==> src/rtl/sync_stable_bus.sv <==
// Multi-bit status synchroniser: per-bit flop chain followed by a stability filter
// that commits a word only after it has been seen unchanged for STABLE cycles.
module sync_stable_bus #(
    parameter int W           = 32,
    parameter int SYNC_STAGES = 2,
    parameter int STABLE      = 4
) (
    input  logic         clk,
    input  logic         rst_n,
    input  logic [W-1:0] in,
    input  logic         hold,
    output logic [W-1:0] out,
    output logic         out_valid,
    output logic         upd,
    output logic [W-1:0] chg
);
    localparam int CW = $clog2(STABLE + 1);
    localparam logic [CW-1:0] CNT_MAX = CW'(STABLE);
    localparam logic [CW-1:0] CNT_ONE = CW'(1);

    typedef enum logic {
        INIT  = 1'b0,
        TRACK = 1'b1
    } state_t;

    state_t state_reg, state_next;

    logic [W-1:0]           s;
    logic [SYNC_STAGES-1:0] vld_reg;
    logic                   s_valid;
    logic [W-1:0]           cand_reg, cand_next;
    logic [CW-1:0]          cnt_reg, cnt_next;
    logic [W-1:0]           out_reg, out_next;
    logic [W-1:0]           chg_reg, chg_next;
    logic                   upd_reg, upd_next;
    logic                   out_valid_reg, out_valid_next;
    logic                   commit;

    genvar gi;
    generate
        for (gi = 0; gi < W; gi++) begin : g_sync
            logic [SYNC_STAGES-1:0] chain_reg;
            always_ff @(posedge clk) begin
                if (!rst_n) chain_reg <= '0;
                else        chain_reg <= {chain_reg[SYNC_STAGES-2:0], in[gi]};
            end
            assign s[gi] = chain_reg[SYNC_STAGES-1];
        end
    endgenerate

    // The cleared chain is not a real sample; the filter waits until the chain has
    // refilled from in, so the first word after reset loads cand at edge SYNC_STAGES+1.
    always_ff @(posedge clk) begin
        if (!rst_n) vld_reg <= '0;
        else        vld_reg <= {vld_reg[SYNC_STAGES-2:0], 1'b1};
    end
    assign s_valid = vld_reg[SYNC_STAGES-1];

    always_comb begin
        cand_next = cand_reg;
        cnt_next  = cnt_reg;
        if (s_valid) begin
            if (cnt_reg == '0 || s != cand_reg) begin
                cand_next = s;
                cnt_next  = CNT_ONE;
            end else if (cnt_reg != CNT_MAX) begin
                cnt_next = cnt_reg + CNT_ONE;
            end
        end
    end

    assign commit = (cnt_reg == CNT_MAX) && (s == cand_reg) && !hold &&
                    ((state_reg == INIT) || (cand_reg != out_reg));

    always_comb begin
        state_next     = state_reg;
        out_next       = out_reg;
        out_valid_next = out_valid_reg;
        upd_next       = 1'b0;
        chg_next       = '0;
        if (commit) begin
            state_next     = TRACK;
            out_next       = cand_reg;
            out_valid_next = 1'b1;
            upd_next       = 1'b1;
            chg_next       = cand_reg ^ out_reg;
        end
    end

    always_ff @(posedge clk) begin
        if (!rst_n) begin
            state_reg     <= INIT;
            cand_reg      <= '0;
            cnt_reg       <= '0;
            out_reg       <= '0;
            chg_reg       <= '0;
            upd_reg       <= 1'b0;
            out_valid_reg <= 1'b0;
        end else begin
            state_reg     <= state_next;
            cand_reg      <= cand_next;
            cnt_reg       <= cnt_next;
            out_reg       <= out_next;
            chg_reg       <= chg_next;
            upd_reg       <= upd_next;
            out_valid_reg <= out_valid_next;
        end
    end

    assign out       = out_reg;
    assign out_valid = out_valid_reg;
    assign upd       = upd_reg;
    assign chg       = chg_reg;
endmodule
==> config.mk <==
export PLATFORM = sky130hd
export DESIGN_NAME = sync_stable_bus
export DESIGN_NICKNAME = d
export VERILOG_FILES = /design/src/rtl/sync_stable_bus.sv
export SDC_FILE = /design/constraint.sdc
export NUM_CORES = 1
export LEC_CHECK = 0
export CORE_ASPECT_RATIO = 1.5
export CORE_MARGIN = 1
export CORE_UTILIZATION = 50
export CTS_BUF_LIST = sky130_fd_sc_hd__clkbuf_4
export CTS_CLUSTER_DIAMETER = 200
export DETAILED_ROUTE_END_ITERATION = 8
export GPL_TIMING_DRIVEN = 0
export PLACE_DENSITY = 0.76
export SLEW_MARGIN = 15
export SYNTH_ARGS = -nofsm -noshare
export SYNTH_HDL_FRONTEND = slang
export SYNTH_SLANG_ARGS = --single-unit
==> constraint.sdc <==
create_clock -name clk -period 2.2 [get_ports clk]
set_input_delay 0.44 -clock clk [delete_from_list [all_inputs] [get_ports clk]]
set_output_delay 0.44 -clock clk [all_outputs]
set_load 0.02 [all_outputs]
# Word level (Yosys, flattened, before mapping)

Cells that the tools add are included.

Memory bits (read-only): 0
Bits in registers: 167
Memories kept: 0
Input bits: 35
Output and inout port bits: 66
Memory bits (writable): 0
Bits in latches: 0

Shift-type cells: 0
Divide/modulo/power cells: 0
Eq/ne operators: 5
Multiply operators: 0
Magnitude comparators: 0
Bitwise gates (word level): 2
Muxes and demuxes: 4
Reductions and logical operators: 11
$add $sub $neg: 1

Operator list:

| cell                                                           | count |
|---|---|
| 32-bit inequality test                                         | 2 |
| 32-bit equality test                                           | 1 |
| 32-bit bitwise XOR                                             | 1 |
| 3-bit two-way mux                                              | 2 |
| 2-bit AND reduction                                            | 3 |
| 3-bit by 1-bit adder with 3-bit output (second input constant) | 1 |
| 3-bit equality test (second input constant)                    | 1 |
| 1-bit logical AND                                              | 3 |
| 3-bit zero test                                                | 1 |
| 3-bit inequality test (second input constant)                  | 1 |
| 1-bit logical OR                                               | 2 |
| 1-bit two-way mux                                              | 2 |
| 2-bit nonzero test                                             | 1 |
| 1-bit zero test                                                | 1 |
| 1-bit NOT                                                      | 1 |

# Logic depth before layout (Yosys ltp)

Word-level depth: 5
Gate-level depth with buffers: 8

# Worst setup path after synthesis

Ideal clock, no wire load.

Path kind: reg2reg
Start: register cand_reg[3]
End: register out_reg[10], in the netlist out[10]
Cell stages (with the launch flop): 9
Data required time: 2.128 ns
Clock period less this slack: 1.917 ns
Path slack: 0.283 ns
Data arrival time: 1.845 ns
Cell sequence: dfxtp_1 > xnor2_1 > nand4_1 > nor4_1 > nand2_1 > nor4_2 > buf_6 > buf_12 > mux2i_1

Cells in the longest elaborated chain, start to end: 4

Ends and longest elaborated chain:

| item                            | RTL line | source |
|---|---|---|
| start: declaration              | 31       | `logic [W-1:0] cand_reg, cand_next;` |
| start signal: assignment        | 101      | `cand_reg <= cand_next;` |
| 32-bit equality test            | 72       | `assign commit = (cnt_reg == CNT_MAX) && (s == cand_reg) && !hold &&` |
| 1-bit logical AND (2 in series) | 72       |  |
| 1-bit logical AND (*)           | 72       |  |
| end signal: assignment          | 103      | `out_reg <= out_next;` |
| end: declaration                | 33       | `logic [W-1:0] out_reg, out_next;` |

Mark *: on every way between the ends. The rest lies on a longest branch, timed or not.
A chain may end at the register's enable or synchronous reset.

# Worst setup path after layout

Start: register cand_reg[7]
End: register out_reg[4], in the netlist out[4]

Same word-level chain as after synthesis.

==> out/results.ini <==
[final_layout]
final_common_cell=dfxtp_1
fillers=918
layout-drive-gt1-share=0.1194
final_cell_mix=dfxtp_1, clkdlybuf4s50_1, nand2_1
final_area_sq_mm=0.007834
nets=736
largest_register_ffs=64
final_util=0.6724
area_delta_synth_final_pct=29.60

[timing]
worstMarginPinSlew_ns=0.5797
finalWorstSetupSlack_ns=-0.07374
rsz0062_at_grt=yes
fmax_mhz=439.8
setup_violations=33
fin_setup_tns_ns=-0.8499
min_period_ns=2.274
hold_viol=0
slew_violations=0
skew_ns=0.01291
slew-limit-headroom=0.6136
post-route-period-util=1.034

[detailed_routing]
dr.first_iter.drc_count=184
dr.pass1.iters=4
num_vias=4297
drc_errors=0
wirelength_um=13550
wl_per_cell_um=15.70
ant_nets=0
vias_per_cell=4.979

[worst_hold_path]
min_path_type=input port to register

[critical_path]
end_kind=register
path_max_fanout=6
timing_worst_setup_path_type=register to register
cp_data_arrival_time_ns=2.73
max_stage_delay_ns=0.37
worstPathRequired_ns=2.66
cp_slowest_cell=nor4_4
cp_cell_sequence=xnor2_1 > nand4_1 > nor4_2 > nand2_2 > nor4_4 > buf_6 > buf_12 > mux2i_1
critPathLaunchType=register

[clock_network]
htreeDepth=4
cts.clk_slew.worst_paths_ns=0.12
worstSkewPairLatency_ns=0.55
cts_made_buffers=17
cts.sinks=167
cts_tree=yes
root_buffer=clkbuf_4
cts.path.max_buffers=2

[global_routing]
grt_first_pass_wirelength_um=21250
met1_usage=0.2504
grt_usage=0.2267
grt_pass1_vias=4294
top_usage_layer=met2
grt_util_met2=0.3989
grt_overflow=0
antenna_found_initial=1
gr-usage-met3=0.04833
grt_max_degree=17

[logic_synthesis]
ys_types=28
seq_area_frac_synth=0.5531
ys_warn_count=0
avgSynthCellArea_sq_um=10.62
netlist_area_sq_mm=0.006045
synth-seq-cells=167
synth_nets=606
netlist_instances=569

[placement]
hpwl_um=10040
portBuffers=100
gp_congestion=0.8692
post_dp_cell_area_sq_mm=0.007233
dp_slack_ns=-0.4675

[pwr]
power_frac_seq=0.625
switching_share=0.2397
p_leak_uw=0.003218
intPower_uw=3811
combPwrFrac=0.069
pwr-share-clk=0.305
worst_ir_drop_vdd_uv=377.1
p_sw_uw=1201
powerDensity_mw_per_mm2=639.9

[status]
violations=negative setup slack
status=finished with violations

[run]
drv_cap=0

[floorplanning]
placementRows=48
core_sq_mm=0.01165
initial_core_util=0.5188
dieArea_sq_mm=0.01254
die_h_um=136.7
ioPinCount=101
die_w_um=91.78

layout make-up:
| type | instances | area (sq um) | area share |
|---|---|---|---|
| diodes | 1 | 2.502 | 0.0003194 |
| plain buffers | 32 | 261.5 | 0.03338 |
| flip-flops and latches | 167 | 3364 | 0.4295 |
| clock inverters | 15 | 113.9 | 0.01453 |
| clock buffers | 17 | 127.6 | 0.01629 |
| repair buffers | 111 | 1141 | 0.1457 |
| well taps | 150 | 187.7 | 0.02396 |
| inverters | 3 | 11.26 | 0.001437 |
| multi-input cells | 367 | 2624 | 0.3349 |
critical path: cells and delay by family, from the launching register on:
| kind | cells | cell delay (ns) |
|---|---|---|
| AND/OR/NAND/NOR | 4 | 0.98 |
| buffers and inverters | 2 | 0.38 |
| flip-flops | 1 | 0.36 |
| XOR/XNOR | 1 | 0.24 |
| multiplexers | 1 | 0.22 |
synthesized netlist by cell type:
library cell,n,area (sq um)
o21ai_2,1,8.760
and3b_1,4,35.03
buf_6,1,11.26
nor2b_1,2,12.51
and3_1,28,175.2
buf_8,1,15.01
clkbuf_1,23,86.33
o21ai_0,3,15.01
inv_1,3,11.26
nand4_1,9,56.30
buf_4,3,22.52
or4b_2,1,10.01
xor2_1,28,245.2
nor4_1,10,62.56
nand3b_1,2,15.01
nand3_1,3,15.01
nor4_2,1,12.51
nand2_1,99,371.6
mux2i_1,64,640.6
o21a_1,3,22.52
nor2_1,1,3.750
a21oi_1,3,15.01
dfxtp_1,167,3343
and2_1,66,412.9
buf_12,4,80.08
nor3_1,1,5.000
xnor2_1,36,315.3
ha_1,2,25.02
worst paths after layout:
path                           start                       to  slack [ns]  cells after the start
max                      cand_reg[7]                   out[4]       -0.07                      8
min                            rst_n               vld_reg[0]        0.36                      1
max reg2reg              cand_reg[7]                   out[4]       -0.07                      8
min reg2reg  g_sync[27].chain_reg[0]  g_sync[27].chain_reg[1]        0.43                      1
routing by layer:
metal	share of wire	wire length, um
met2	0.51	6948
met4	0.052	698
met5	0	0
met1	0.39	5287
met3	0.046	619
kinds of logic (layout without fill, tap and decap cells):
kind of cell | Yosys count | in the layout | synth area share
AND/OR/NAND/NOR | 227 | 227 | 0.1964
flip-flops | 167 | 167 | 0.5531
XOR/XNOR | 64 | 64 | 0.09273
multiplexers | 64 | 64 | 0.1060
buffers and inverters | 35 | 178 | 0.03747
AO/OA/AOI/OAI | 10 | 10 | 0.01014
adder cells (fa/ha/maj) | 2 | 2 | 0.004139
other | 0 | 1 | 0
timing repair:
action | 4_1_cts | 5_1_grt
cloned | 2 | 2
setup endpoints to repair | 95 | 96
gates resized for setup | 26 | 32
buffers inserted | 3 | 5
pin swaps | 8 | 10
hold buffers | 0 | 0
through the flow:
stage               instances  total power, uW  hold WS, ns
floorplan                 569             3364       0.4119
global placement          819             3490       0.4151
detailed placement        819             3498       0.4169
CTS                       856             5017       0.3263
global route              863             5232       0.3226
finish                    863             5013       0.3592
power groups by stage:
stage / clock [uW] / sequential [uW] / combinational [uW]
floorplan: 0 / 3190 / 176
global placement: 0 / 3200 / 294
detailed placement: 0 / 3200 / 299
CTS: 1570 / 3130 / 319
global route: 1710 / 3140 / 377
finish: 1530 / 3140 / 347
Note: power is estimated with default switching activity, not from simulation.
